**src/rtl/mem_byte_access_pkg.sv**
```systemverilog
// Shared types for the byte-serial MEM-stage access unit: stall codes,
// RISC-V load/store funct3 encodings and the access FSM state encoding.
package mem_byte_access_pkg;

  typedef enum logic [1:0] {
    STALL_PASS = 2'b00,
    STALL_HOLD = 2'b01,
    STALL_BUBB = 2'b10
  } stall_code_e;

  typedef enum logic [2:0] {
    F3_LB  = 3'b000,
    F3_LH  = 3'b001,
    F3_LW  = 3'b010,
    F3_LBU = 3'b100,
    F3_LHU = 3'b101
  } load_funct3_e;

  typedef enum logic [2:0] {
    F3_SB = 3'b000,
    F3_SH = 3'b001,
    F3_SW = 3'b010
  } store_funct3_e;

  typedef enum logic [1:0] {
    S_IDLE = 2'b00,
    S_BUSY = 2'b01,
    S_TAIL = 2'b10,
    S_DONE = 2'b11
  } state_e;

  // Access width in bytes from funct3[1:0]; the reserved 2'b11 is treated as a word.
  function automatic logic [2:0] byte_count(input logic [1:0] size);
    case (size)
      2'b00:   return 3'd1;
      2'b01:   return 3'd2;
      default: return 3'd4;
    endcase
  endfunction

endpackage

```
**src/rtl/mem_load_ext.sv**
```systemverilog
// Sign/zero extension of an assembled little-endian load value.
module mem_load_ext
  import mem_byte_access_pkg::*;
(
  input  logic [31:0] data,
  input  logic [2:0]  funct3,
  output logic [31:0] rdata
);

  always_comb begin
    case (funct3)
      F3_LB:   rdata = {{24{data[7]}}, data[7:0]};
      F3_LH:   rdata = {{16{data[15]}}, data[15:0]};
      F3_LBU:  rdata = {24'h0, data[7:0]};
      F3_LHU:  rdata = {16'h0, data[15:0]};
      default: rdata = data;
    endcase
  end

endmodule

```
**src/rtl/mem_byte_access.sv**
```systemverilog
// MEM-stage adapter that serialises LB/LH/LW/SB/SH/SW onto a byte-wide RAM
// with one-cycle read latency, stalling the pipeline until the access is done.
module mem_byte_access
  import mem_byte_access_pkg::*;
(
  input  logic        clk,
  input  logic        rst,
  input  logic        req_valid,
  input  logic        req_load,
  input  logic        req_store,
  input  logic [2:0]  req_funct3,
  input  logic [31:0] req_addr,
  input  logic [31:0] req_wdata,
  input  logic [7:0]  mem_din,
  output logic [31:0] mem_a,
  output logic [7:0]  mem_dout,
  output logic        mem_wr,
  output logic        stall_mem,
  output logic        done,
  output logic [31:0] rdata
);

  state_e      state_q, state_d;
  logic        load_q, load_d;
  logic [31:0] addr_q, addr_d;
  logic [31:0] wdata_q, wdata_d;
  logic [31:0] data_q, data_d;
  logic [31:0] rdata_q, rdata_d;
  logic [2:0]  funct3_q, funct3_d;
  logic [2:0]  n_q, n_d;
  logic [2:0]  k_q, k_d;

  logic        accept;
  logic [1:0]  cap_idx;
  logic [31:0] ext_rdata;
  stall_code_e stall_code;

  assign accept = (state_q == S_IDLE) && req_valid && (req_load || req_store);

  // Read data lags mem_a by a cycle, so BUSY step k stores byte k-1 and TAIL stores byte n-1.
  assign cap_idx = (state_q == S_TAIL) ? (n_q[1:0] - 2'd1) : (k_q[1:0] - 2'd1);

  always_comb begin
    // NOTE: every signal gets a default first so no path through the case can infer a latch.
    state_d  = state_q;
    load_d   = load_q;
    addr_d   = addr_q;
    wdata_d  = wdata_q;
    data_d   = data_q;
    funct3_d = funct3_q;
    n_d      = n_q;
    k_d      = k_q;
    mem_a    = '0;
    mem_dout = '0;
    mem_wr   = 1'b0;

    case (state_q)
      S_IDLE: begin
        if (accept) begin
          state_d  = S_BUSY;
          load_d   = req_load;
          addr_d   = req_addr;
          wdata_d  = req_wdata;
          funct3_d = req_funct3;
          n_d      = byte_count(req_funct3[1:0]);
          k_d      = 3'd0;
          data_d   = '0;
        end
      end
      S_BUSY: begin
        mem_a = addr_q + {29'd0, k_q};
        if (!load_q) begin
          mem_wr   = 1'b1;
          mem_dout = wdata_q[{k_q[1:0], 3'b000} +: 8];
        end else if (k_q != 3'd0) begin
          data_d[{cap_idx, 3'b000} +: 8] = mem_din;
        end
        k_d = k_q + 3'd1;
        if (k_q == n_q - 3'd1) state_d = load_q ? S_TAIL : S_DONE;
      end
      S_TAIL: begin
        data_d[{cap_idx, 3'b000} +: 8] = mem_din;
        state_d = S_DONE;
      end
      default: state_d = S_IDLE;
    endcase
  end

  mem_load_ext u_ext (
    .data   (data_d),
    .funct3 (funct3_q),
    .rdata  (ext_rdata)
  );

  assign rdata_d = (state_q == S_TAIL) ? ext_rdata : rdata_q;

  always_comb begin
    stall_code = STALL_PASS;
    if (accept || state_q == S_BUSY || state_q == S_TAIL) stall_code = STALL_HOLD;
  end

  assign stall_mem = (stall_code != STALL_PASS);
  assign done      = (state_q == S_DONE);
  assign rdata     = rdata_q;

  // NOTE: reset is synchronous, so it is sampled inside the clocked branch rather than the sensitivity list.
  always_ff @(posedge clk) begin
    if (rst) begin
      state_q  <= S_IDLE;
      load_q   <= 1'b0;
      addr_q   <= '0;
      wdata_q  <= '0;
      data_q   <= '0;
      rdata_q  <= '0;
      funct3_q <= '0;
      n_q      <= '0;
      k_q      <= '0;
    end else begin
      // NOTE: non-blocking updates so every flop samples the pre-edge values of the others.
      state_q  <= state_d;
      load_q   <= load_d;
      addr_q   <= addr_d;
      wdata_q  <= wdata_d;
      data_q   <= data_d;
      rdata_q  <= rdata_d;
      funct3_q <= funct3_d;
      n_q      <= n_d;
      k_q      <= k_d;
    end
  end

endmodule

```
**config.mk**
```make
export PLATFORM = sky130hd
export DESIGN_NAME = mem_byte_access
export DESIGN_NICKNAME = d
export VERILOG_FILES = /design/src/rtl/mem_byte_access_pkg.sv /design/src/rtl/mem_load_ext.sv /design/src/rtl/mem_byte_access.sv
export SDC_FILE = /design/constraint.sdc
export NUM_CORES = 1
export LEC_CHECK = 0
export ABC_AREA = 1
export BUFFER_PORTS_ARGS = -buffer_cell sky130_fd_sc_hd__buf_2
export CORE_MARGIN = 3
export CORE_UTILIZATION = 36
export DETAILED_ROUTE_END_ITERATION = 8
export MAX_ROUTING_LAYER = met4
export SLEW_MARGIN = 40
export SYNTH_ARGS = -nofsm -noshare
export SYNTH_HDL_FRONTEND = slang
export SYNTH_SLANG_ARGS = --single-unit
```
**constraint.sdc**
```tcl
create_clock -name clk -period 2.7 [get_ports clk]
set_clock_uncertainty 0.15 [all_clocks]
set_input_delay 0 -clock clk [delete_from_list [all_inputs] [get_ports clk]]
set_output_delay 0 -clock clk [all_outputs]
set_load 0.01 [all_outputs]
```
==> metrics <==
drt pass-1 iters=5; Vias/cell=4.968; first-pass GRT wire length=between 40000 and 50000 um; fmax=0.3849 GHz; Die ar.=23720 sq um; clock sink count=140; P_sw=3256 uW; WP data arrival=approximately 2.5 ns; sequential share of power=0.346; proportion of synthesized area in mux cells=0; crit path to=mem_a[12]; CTS tree=yes; post-synth top area cell=dfxtp_1; Worst R2R Path Depth=10; RSZ-0062 raised after global routing=yes; status=completed; Post-synth EDFFs=0; Final Critical Period=2.598 ns; register area share after synthesis=0.3553; Max IR drop VDD=0.5393 mV; CP top delay family=adder cells; final period utilization=0.9623; HPWL Detailed=16360 um; TNS Setup=0 ns; XOR/XNOR Fraction of Synth Area=0.01332; syn_area_per_cell=6.260 sq um; Die Wd=between 150 and 200 um; NumNets Final=1579; largest cells by area after synthesis=dfxtp_1, nand2_1, nor2_1, o21ai_0, a21oi_1; Max-Cap Viols=0; Worst Setup End Kind=output pin; CP Class=flip-flop to output pin; reg2reg setup slack=0.22 ns; Leak Pwr=0.004923 uW; CP Max Fanout=4; P_int=5044 uW; total track usage=0.2138; Sw Ratio=0.3923; Chip Height=154.0 um; # setup viols final=0; top post-synthesis cells by count=nand2_1, nor2_1, dfxtp_1, o21ai_0, a21oi_1; Least-Margin Pin Slew=0.6555 ns; clock buffer depth=2; syn_nets=around 1400; First DRT Iteration DRCs=approximately 580; post-route cell area=around 11000 sq um; wire per inst=14.09 um; Hold Crit Start=req_store; Top Ports=155; Worst Path Required=~2.6 ns; vias in the first global route=8331; startpoint types=flip-flop; ANT nets after route=0; sequential cell area=2808 sq um; Mapped Area=7888 sq um; Slowest-stage cell, CP=fa_2; adder-cell share of the synthesized area=0.01840; Core ar.=21290 sq um; Max stage delay on crit path=~0.4 ns; count leader, synth=nand2_1; Synth-to-Final Area Change=33.68%; Clock Root Buffer=clkbuf_16; total CTS buffers=17; Reg clk slew, reported paths=0.07 ns; Comb power frac=0.360; largest net degree at the start of global routing=56; dpl cell area=8894 sq um; via count=between 8000 and 9000; critical-path cell list=ha_4 -> fa_2 -> nand2_2 -> a21oi_2 -> nand2_2 -> nor2_4 -> buf_4 -> buf_4 -> nand2_1 -> o21ai_0 -> a21oi_1 -> buf_2; H-tree Lvls=4; top_reg_cell synth=dfxtp_1; reg-to-reg startpoint=state_q[0]; worst path bufs/invs=3; Multi-input gate area=4477 sq um; critical path depth=12; total grt overflow=0; Gate Count Post-Synth=1260; placed cells=1646; FILL cells=2174; Synth top area share=0.3553; Slew headroom=0.5630; n_diodes=0; Rows=between 50 and 60; R2R Path End=addr_q[27]; DR DRC count=0; initial antenna violation count=0; Worst Hold Class=input pin to flip-flop; WHS=approximately 0.051 ns; Initial Util=0.3705; largest family of logic cells by synthesized area=simple AND/OR/NAND/NOR gates; Placer Congestion=0.8971; clock share of power=0.294; WL final=25020 um; worst skew pair latency=0.43 ns; IO Port Bufs=154; Synth Area in Compound Gates=0.1756; post-synthesis simple-gate area fraction=0.3531; Distinct cells, synth=39; final hold vios=0; Yosys warning total=0; max-slew violation count=0; Async SR Flop Fraction=0; fin cells=around 1800; Critical Path Source=k_q[0]; share of cells above drive strength 1=0.1805; PwrDens=slightly below 800 nW/um^2; number of synthesized register bits=140
## tightest hold or removal path: cells and delay by family
kind	cells	cell delay, ns
AND/OR/NAND/NOR	4	0.32
AO/OA/AOI/OAI	1	0.13
buffers and inverters	2	0.13
## per-layer routing
layer  track usage  vias up  wire [um]
met5             -        -          0
met4       0.06266        0        405
met3       0.03940       36       1332
met2        0.3357      250      11620
met1        0.2819     4025      11660
li1              -     4512          -
## cell families after synthesis
logic type / count (synthesis)
buf+inv: 162
flops: 140
simple gates: 669
xor+xnor: 12
compound gates: 266
fa+ha+maj: 11
## power by group through the flow
| stage | Sequential (uW) | Combinational, uW | Clock, uW |
|---|---|---|---|
| floorplan | 2910 | 1860 | 0 |
| global placement | 2900 | 2760 | 0 |
| detailed placement | 2900 | 2790 | 0 |
| CTS | 2860 | 2950 | 2480 |
| global route | 2930 | 3370 | 2590 |
| finish | 2870 | 2990 | 2440 |
## per-stage QoR
step	setup WS (ns)	util	power [uW]
after floorplan	0.5442	-	4767
after global placement	0.4621	0.4178	5659
after detailed placement	0.3815	0.4178	5690
after CTS	0.01170	0.4899	8297
after global routing	-0.02583	0.4953	8890
final	0.1017	0.4953	8299
## worst min path at each step
stage | endpoint | slack, ns | cells past startpoint
6_report | k_q[1] | 0.05 | 7
5_1_grt | k_q[1] | 0.1 | 7
4_1_cts | k_q[1] | 0.03 | 7
3_5_place_dp | wdata_q[9] | 0.08 | 3
3_3_place_gp | wdata_q[23] | 0.07 | 3
2_1_floorplan | addr_q[31] | -0.02 | 2
## area by class of cell
cell class,instances,share of cell area
Inverter,94,0.03382
Timing Repair Buffer,277,0.1851
Sequential cell,140,0.2663
Tap cell,275,0.03263
Clock inverter,13,0.01460
Clock buffer,19,0.04296
Multi-Input combinational cell,958,0.4246
## repair_timing
item / CTS / global route
endpoints found under the setup margin: 3 / 31
pin swaps: 0 / 4
hold endpoints to repair: 93 / 0
hold buffers: 92 / 0
buffers inserted: 0 / 6
resized for setup: 2 / 19
## placed cells by master, fill, tap and decap left out, types with 13 or more instances in the layout
cell and instances:
buf_2 154, nand2_2 15, nand3_1 69, dfxtp_1 138
dlygate4sd3_1 92, clkbuf_16 17, nor3_1 13, o21ai_0 126
inv_1 86, nand2_1 300, buf_4 27, nor2_1 240
a21oi_1 112
## state kept, by name, summed over array words and instances, names as in the netlist
| register | cells |
|---|---|
| addr_q | 32 |
| data_q | 32 |
| funct3_q | 3 |
| k_q | 3 |
| load_q | 1 |
| n_q | 3 |
| rdata | 32 |
| state_q | 2 |
| wdata_q | 32 |
(Power assumes the default switching activity.)
